## config.mk

```make
export PLATFORM = sky130hd
export DESIGN_NAME = truth_table_sweeper
export DESIGN_NICKNAME = d
export VERILOG_FILES = /design/src/rtl/truth_table_sweeper_pkg.sv /design/src/rtl/truth_table_sweeper_dwell_timer.sv /design/src/rtl/truth_table_sweeper.sv
export SDC_FILE = /design/constraint.sdc
export NUM_CORES = 1
export LEC_CHECK = 0
export BUFFER_PORTS_ARGS = -buffer_cell sky130_fd_sc_hd__clkbuf_2
export CAP_MARGIN = 40
export CELL_PAD_IN_SITES_DETAIL_PLACEMENT = 0
export CELL_PAD_IN_SITES_GLOBAL_PLACEMENT = 1
export CORE_MARGIN = 8
export CORE_UTILIZATION = 40
export CTS_CLUSTER_SIZE = 25
export DETAILED_ROUTE_END_ITERATION = 10
export GPL_TIMING_DRIVEN = 0
export PLACE_DENSITY_LB_ADDON = 0.2
export SYNTH_ARGS = -nofsm -noshare
export SYNTH_HDL_FRONTEND = slang
export SYNTH_SLANG_ARGS = --single-unit
```

## constraint.sdc

```tcl
create_clock -name clk -period 3.8 [get_ports clk]
set_input_delay 0.38 -clock clk [delete_from_list [all_inputs] [get_ports clk]]
set_output_delay 0.38 -clock clk [all_outputs]
set_load 0.05 [all_outputs]
```

## src/rtl/truth_table_sweeper_pkg.sv

```systemverilog
// Shared types and defaults for the truth-table sweeper: state encoding, default
// parameters and the dwell-counter width helper.
package sweep_pkg;

    typedef enum logic [1:0] {
        ST_IDLE  = 2'd0,
        ST_DRIVE = 2'd1,
        ST_DONE  = 2'd2,
        ST_HALT  = 2'd3
    } state_e;

    localparam int DEF_N_INPUTS  = 4;
    localparam int DEF_N_OUTPUTS = 1;
    localparam int DEF_DWELL     = 10;

    // Counter wide enough to hold 0..dwell inclusive.
    function automatic int dwell_w(input int dwell);
        return $clog2(dwell + 1);
    endfunction

endpackage

```

## src/rtl/truth_table_sweeper_dwell_timer.sv

```systemverilog
// Dwell timer: counts 0..DWELL-1 while enabled and flags the final cycle of each
// dwell window with a one-cycle last pulse.
module dwell_timer
    import sweep_pkg::*;
#(
    parameter int DWELL = DEF_DWELL,
    parameter int CNT_W = dwell_w(DEF_DWELL)
) (
    input  logic clk,
    input  logic rst,
    input  logic clear,
    input  logic enable,
    output logic last
);

    localparam logic [CNT_W-1:0] LAST_CNT = CNT_W'(DWELL - 1);

    logic [CNT_W-1:0] cnt_q;
    logic [CNT_W-1:0] cnt_d;

    assign last = enable && (cnt_q == LAST_CNT);

    always_comb begin
        cnt_d = cnt_q;
        if (clear) begin
            cnt_d = '0;
        end else if (enable) begin
            cnt_d = last ? '0 : cnt_q + 1'b1;
        end
    end

    always_ff @(posedge clk) begin
        if (rst) begin
            cnt_q <= '0;
        end else begin
            cnt_q <= cnt_d;
        end
    end

endmodule

```

## src/rtl/truth_table_sweeper.sv

```systemverilog
// Exhaustive truth-table sweeper: drives every input vector, compares DUT outputs
// with a golden table. Define SWEEP_STOP_ON_FAIL_EN to halt on the first mismatch.
//
// state    | meaning
// ---------+-----------------------------------------------------------
// ST_IDLE  | after reset, waiting for start
// ST_DRIVE | holding vec_out for DWELL cycles, compare on the last one
// ST_DONE  | all vectors swept, results held until start
// ST_HALT  | stopped at first mismatch (SWEEP_STOP_ON_FAIL_EN only)
module truth_table_sweeper
    import sweep_pkg::*;
#(
    parameter int N_INPUTS  = DEF_N_INPUTS,
    parameter int N_OUTPUTS = DEF_N_OUTPUTS,
    parameter int DWELL     = DEF_DWELL
) (
    input  logic                                 clk,
    input  logic                                 rst,
    input  logic                                 start,
    input  logic [(2**N_INPUTS)*N_OUTPUTS-1:0]   expected,
    input  logic [N_OUTPUTS-1:0]                 dut_out,
    output logic [N_INPUTS-1:0]                  vec_out,
    output logic                                 busy,
    output logic                                 done,
    output logic                                 pass,
    output logic [N_INPUTS:0]                    err_count,
    output logic                                 fail_valid,
    output logic [N_INPUTS-1:0]                  first_fail_idx
);

    localparam int                N_VEC   = 2**N_INPUTS;
    localparam logic [N_INPUTS-1:0] VEC_MAX = {N_INPUTS{1'b1}};

    state_e                state_q, state_d;
    logic [N_INPUTS-1:0]   vec_q, vec_d;
    logic                  busy_q, busy_d;
    logic                  done_q, done_d;
    logic                  pass_q, pass_d;
    logic [N_INPUTS:0]     err_q, err_d;
    logic                  fail_valid_q, fail_valid_d;
    logic [N_INPUTS-1:0]   first_q, first_d;

    logic                  last;
    logic [N_OUTPUTS-1:0]  exp_slice;
    logic                  mismatch;

    dwell_timer #(
        .DWELL (DWELL),
        .CNT_W (dwell_w(DWELL))
    ) u_dwell_timer (
        .clk    (clk),
        .rst    (rst),
        .clear  (state_q != ST_DRIVE),
        .enable (state_q == ST_DRIVE),
        .last   (last)
    );

    always_comb begin
        exp_slice = '0;
        for (int v = 0; v < N_VEC; v++) begin
            if (vec_q == N_INPUTS'(v)) begin
                exp_slice = expected[v*N_OUTPUTS +: N_OUTPUTS];
            end
        end
    end

    assign mismatch = (dut_out != exp_slice);

    always_comb begin
        state_d      = state_q;
        vec_d        = vec_q;
        busy_d       = busy_q;
        done_d       = done_q;
        pass_d       = pass_q;
        err_d        = err_q;
        fail_valid_d = fail_valid_q;
        first_d      = first_q;

        case (state_q)
            ST_IDLE, ST_DONE, ST_HALT: begin
                if (start) begin
                    state_d      = ST_DRIVE;
                    vec_d        = '0;
                    busy_d       = 1'b1;
                    done_d       = 1'b0;
                    pass_d       = 1'b0;
                    err_d        = '0;
                    fail_valid_d = 1'b0;
                    first_d      = '0;
                end
            end
            ST_DRIVE: begin
                if (last) begin
                    if (mismatch) begin
                        err_d = err_q + 1'b1;
                        if (!fail_valid_q) begin
                            fail_valid_d = 1'b1;
                            first_d      = vec_q;
                        end
                    end
`ifdef SWEEP_STOP_ON_FAIL_EN
                    if (mismatch) begin
                        state_d = ST_HALT;
                        busy_d  = 1'b0;
                        done_d  = 1'b1;
                        pass_d  = 1'b0;
                    end else
`endif
                    if (vec_q == VEC_MAX) begin
                        state_d = ST_DONE;
                        busy_d  = 1'b0;
                        done_d  = 1'b1;
                        pass_d  = (err_d == '0);
                    end else begin
                        vec_d = vec_q + 1'b1;
                    end
                end
            end
            default: state_d = ST_IDLE;
        endcase
    end

    always_ff @(posedge clk) begin
        if (rst) begin
            state_q      <= ST_IDLE;
            vec_q        <= '0;
            busy_q       <= 1'b0;
            done_q       <= 1'b0;
            pass_q       <= 1'b0;
            err_q        <= '0;
            fail_valid_q <= 1'b0;
            first_q      <= '0;
        end else begin
            state_q      <= state_d;
            vec_q        <= vec_d;
            busy_q       <= busy_d;
            done_q       <= done_d;
            pass_q       <= pass_d;
            err_q        <= err_d;
            fail_valid_q <= fail_valid_d;
            first_q      <= first_d;
        end
    end

    assign vec_out        = vec_q;
    assign busy           = busy_q;
    assign done           = done_q;
    assign pass           = pass_q;
    assign err_count      = err_q;
    assign fail_valid     = fail_valid_q;
    assign first_fail_idx = first_q;

endmodule
```

## Word level (Yosys, flattened, before mapping)

Cells that the tools add are included.

| word-level totals | value |
|---|---|
| input port bits | 20 |
| logic and storage cells | 99 |
| register bits after elaboration | 23 |

| cells by class | value |
|---|---|
| reductions and logical operators | 11 |
| equality and inequality tests | 27 |
| add/subtract/negate cells | 3 |
| mux-type cells | 49 |

Operators by type and width:

| operator | number |
|---|---|
| $eq 4x4->1 const B | 9 |
| $mux 4 | 7 |
| $mux 1 | 26 |
| $mux 5 | 5 |
| $eq 4x3->1 const B | 4 |
| $pmux 4 s2 | 2 |
| $ne 2x2->1 const B | 6 |
| $pmux 5 s2 | 1 |
| $reduce_and 3->1 | 3 |
| $add 4x1->4 const B | 2 |
| $eq 4x2->1 const B | 2 |
| $pmux 1 s2 | 4 |
| $mux 2 | 3 |
| $add 5x1->5 const B | 1 |
| $logic_not 5->1 | 1 |
| $eq 2x2->1 const B | 2 |
| $eq 4x1->1 const B | 1 |
| $logic_not 4->1 | 1 |
| $pmux 2 s2 | 1 |
| $reduce_and 4->1 | 1 |
| $reduce_or 3->1 | 1 |
| $eq 2x1->1 const B | 1 |
| $logic_not 2->1 | 1 |
| $ne 2x1->1 const B | 1 |
| 4 further kinds | 4 |

## Logic depth before layout (Yosys ltp)

| depth | value |
|---|---|
| word-level depth | 25 |
| gate-level depth with buffers | 10 |
| mapped depth without buffers | 9 |

## Modules after synthesis

From an unflattened synthesis, not the netlist that was laid out.

| second synthesis, totals | value |
|---|---|
| cell total of the unflattened synthesis | 171 |
| area, all modules | 1427.6 um2 |

By module, submodules not included:

| module | cells an instance | sequential area each (um2) | times used | area each (um2) |
|---|---|---|---|---|
| truth_table_sweeper | 148 | 340.3 | 1 | 1226.2 |
| dwell_timer | 23 | 80.1 | 1 | 201.4 |

## Worst setup path after synthesis

OpenSTA, ideal clock, no wires.

| timing | value |
|---|---|
| kind | register to register |
| start | register vec_q[0] (netlist: vec_out[0]) |
| end | register err_q[0] (netlist: err_count[0]) |
| path slack | 1163 ps |
| buffers on the path | 1 |
| data arrival time | 2564 ps |
| cell stages (with the launch flop) | 11 |
| clock period less this slack | 2637 ps |
| library setup time | 73 ps |
| data required time | 3727 ps |
| cells stage by stage | dfxtp_1 -> inv_1 -> ha_1 -> a21oi_1 -> o22ai_2 -> a221oi_2 -> a21oi_1 -> o311a_2 -> buf_6 -> o211a_1 -> nor3_2 |

| between the ends | value |
|---|---|
| cells in the longest elaborated chain, start to end | 23 |
| elaborated cells on any way between the ends | 38 |
| classes of those cells | 16 x eq/ne; 21 x mux; 1 x reduce/logical |

Ends and longest elaborated chain:

| what | RTL line | source |
|---|---|---|
| start, declared | truth_table_sweeper.sv:35 | `logic [N_INPUTS-1:0] vec_q, vec_d;` |
| start signal, assigned | truth_table_sweeper.sv:135 | `vec_q <= vec_d;` |
| $logic_not 4->1 | truth_table_sweeper.sv:61 | `if (vec_q == N_INPUTS'(v)) begin` |
| $mux 1 (15 in a row) | truth_table_sweeper.sv:61 |  |
| $mux 1 * | truth_table_sweeper.sv:61 |  |
| $ne 1x1->1 * | truth_table_sweeper.sv:67 | `assign mismatch = (dut_out != exp_slice);` |
| $mux 5 * | truth_table_sweeper.sv:94 | `if (mismatch) begin` |
| $mux 5 * | truth_table_sweeper.sv:93 | `if (last) begin` |
| $mux 5 * | truth_table_sweeper.sv:79 | `case (state_q)` |
| $mux 5 * | truth_table_sweeper.sv:93 |  |
| $pmux 5 s2 * | truth_table_sweeper.sv:79 |  |
| end signal, assigned | truth_table_sweeper.sv:139 | `err_q <= err_d;` |
| end, declared | truth_table_sweeper.sv:39 | `logic [N_INPUTS:0] err_q, err_d;` |

Mark *: on every way between the ends. The rest lies on a longest branch, timed or not. The select of a mux whose other input is x is not followed.
A chain may end at the register's enable or synchronous reset.

## Worst setup path after layout

Ends and elaborated chain as after synthesis.

==> flow_summary.toml <==
[setup_path]
crit_required_ps = 4040
start_kind = "flip-flop"
crit_arrival_ps = 2850
rr_startpoint = "vec_out[0]"
r2r_slack_ps = 1190
r2r_cells = 10
end_kind = "flip-flop"
r2r_end = "err_count[0]"
worst-setup-path-type = "reg2reg"
cp_max_fo = 10

[clocking]
numCtsBuffers = 3
h-tree-depth = 1
clk_pin_slew_worst_paths_ps = 120
post_cts_resized = 0
clock-sinks = 21
cts.hold.buffers_added = 0
insertion_delay_ps = 300
cts_tree = "built"
post_cts_buffers = 0
clock_tree.root_cell = "clkbuf_4"
clockBufferDepth = 2

[synth]
syn-num-nets = 200
synth_top_area_share_pct = 30.16
synth_top_family_by_area = "simple AND/OR/NAND/NOR gates"
synthAdderAreaFrac_pct = 6.284
synth_flop_cell = "dfxtp_1"
netlist_top_cells_area = "dfxtp_1 (30%), nand2_1 (6.7%), ha_1 (6.3%)"
synthXorXnorAreaFrac_pct = 3.770
synthDistinctLibCells = 48
syn_area_per_cell_sq_um = 8.057
synthMuxAreaShare_pct = 6.553
ys_ff_latch = 21
synthSimpleGateAreaFrac_pct = 29.08
synth_warnings = 0
yosysTopAreaCell = "dfxtp_1"
synth-async-reset-ratio_pct = 0
syn_inst = 173
syn_area_sq_um = 1394
yosysSeqAreaShare_pct = 30.16
synth_compound_area_share_pct = 18.67
synth_edf_count = 0

[final_layout]
nets = 241
final_area_sq_um = 1659
drive_gt1_share_pct = 24.88
fin_util_pct = 49.72
areaGrowthSynthToFinish_pct = 19.03
diodes = 0

[job]
drv_cap = 0

[routing]
wire_per_inst_microns = 13.20
dr.pass1.iters = 4
drc = 0
via_count = 1355
final_antenna_net_count = 0
drt_wl_total_microns = 3420
drt_iter0_drc = 45
vias_per_cell = 5.232

[power]
clock_power_share_pct = 29.1
power_frac_comb_pct = 11.0
power_density_nw_per_um2 = 224.6
power_frac_seq_pct = 59.9
leakagePower_nw = 0.6828
swShare_pct = 25.41
ir_drop_mv = 0.2055
p_sw_mw = 0.09468
p_int_mw = 0.2779

[floorplanning]
pin_count = 37
start_util_pct = 41.77
fp.coreArea_sq_um = 3337
die_y_microns = 75.03
dieArea_sq_um = 5630
die_x_microns = 75.03
rows = 21

[sta]
layout_min_cycle_time_ps = 2606
finalSetupViolCount = 0
rsz0062_at_grt = "no"
finClkSkew_ps = 3.903
tns_ps = 0
max_freq_mhz = 383.8
worst_slew_pin_slew_ps = 585.3
slew-limit-headroom_pct = 60.84
report.final.slew_viol_count = 0
hold_violations = 0
post-route-period-util_pct = 68.57
layout_setup_ws_ps = 1194

[global_route]
grt_pass1_vias = 1268
grt_pass1_wl_microns = 5727
grt_usage_pct = 12.74
grt-ovfl-total = 0
antenna_found_initial = 0
grt_max_degree = 13

[placed_design]
pre_cts_ws_ps = 1229
dp_hpwl_microns = 2734
placed_area_sq_um = 1632
gp_congestion = 0.7931
io_buffer_count = 36

[worst_hold_path]
hold_depth = 3
hold_start = "start"
hp-class = "in2reg"
whs_endpoint = "state_q[0]"

[outcome]
status = "complete, no violations"
[Yosys cell counts (2+ instances only)]
cell type and count:
nand2_1 25, dfxtp_1 21, a21oi_1 16, nor2_1 15, inv_1 8, mux2i_1 8
nand3_1 8, ha_1 7, xor2_1 5, nand2b_1 4, nand4_1 4, nor3_1 4
a31oi_1 3, buf_6 3, nor2b_1 3, o21ai_0 3, a211o_1 2, and2_1 2
nor4_1 2, o211ai_1 2
[final cells by class]
| type | count | area, sq um |
|---|---|---|
| clock inverters | 1 | 5.005 |
| multi-input cells | 138 | 897.1 |
| repair buffers | 36 | 180.2 |
| plain buffers | 6 | 46.29 |
| fillers | 353 | 1678 |
| flip-flops and latches | 21 | 420.4 |
| inverters | 8 | 30.03 |
| well taps | 46 | 57.56 |
| clock buffers | 3 | 22.52 |
[logic make-up after synthesis]
logic type | count (synthesis)
simple gates | 78
buf+inv | 14
compound gates | 38
xor+xnor | 6
mux | 9
flops | 21
fa+ha+maj | 7
[placed cells by master (no fill, tap or decap), drive strengths merged, types with 2 or more instances in the layout]
master	instances
ha	7
nor2	15
a211o	3
nand4	4
nor3	5
or2	2
o211ai	2
o21ai	3
a21oi	16
mux2i	8
nor2b	3
clkbuf	40
or3b	2
nand2b	5
and2	2
buf	5
inv	8
nor4	2
o22ai	2
dfxtp	21
xor2	5
nand3	8
nand2	25
a31oi	3
[critical path, stage by stage, from the launching register on]
cell and delay, ps:
dfxtp_1 480, inv_1 120, ha_1 280, a21oi_1 220, nor2_1 70, nor3_1 340, a21oi_1 120, o311a_2 410
buf_6 160, o211a_1 210, nor3_2 130
[worst max-delay path by stage]
stage | start | cells past startpoint | slack [ps] | endpoint
after floorplan | vec_out[0] | 10 | 1160 | err_count[0]
after CTS | vec_out[0] | 10 | 1200 | err_count[0]
after detailed placement | vec_out[0] | 10 | 1230 | err_count[0]
final | vec_out[0] | 10 | 1190 | err_count[0]
after global routing | vec_out[0] | 10 | 970 | err_count[0]
after global placement | vec_out[0] | 10 | 1340 | err_count[0]
[registers in the layout, summed over array words and instances, names as in the netlist]
name	flops
err_count	5
first_fail_idx	4
vec_out	4
done	1
u_dwell_timer.cnt_q	4
fail_valid	1
state_q	1
pass	1
[per-stage QoR]
stage / total power, mW / hold slack, ps / instances
5_1_grt: 0.3934 / 425.5 / 259
3_5_place_dp: 0.2689 / 451.4 / 255
2_1_floorplan: 0.2506 / 433.5 / 173
6_report: 0.3726 / 364.9 / 259
3_3_place_gp: 0.2676 / 444.1 / 255
4_1_cts: 0.3781 / 354.3 / 259
[routing by layer]
| layer | vias up | share of wire, % | track usage, % |
|---|---|---|---|
| met4 | 0 | 0.91 | 3.913 |
| met3 | 4 | 5.1 | 1.731 |
| met1 | 622 | 45 | 15.57 |
| li1 | 703 | - | - |
| met5 | - | 0 | 0 |
| met2 | 26 | 49 | 22.26 |
[power groups by stage]
stage	registers [mW]	clock network [mW]	logic, mW
CTS	0.223	0.114	0.0413
global placement	0.228	0	0.0397
detailed placement	0.228	0	0.0409
finish	0.223	0.109	0.0410
floorplan	0.230	0	0.0202
global route	0.223	0.124	0.0459
(Power assumes the default switching activity.)
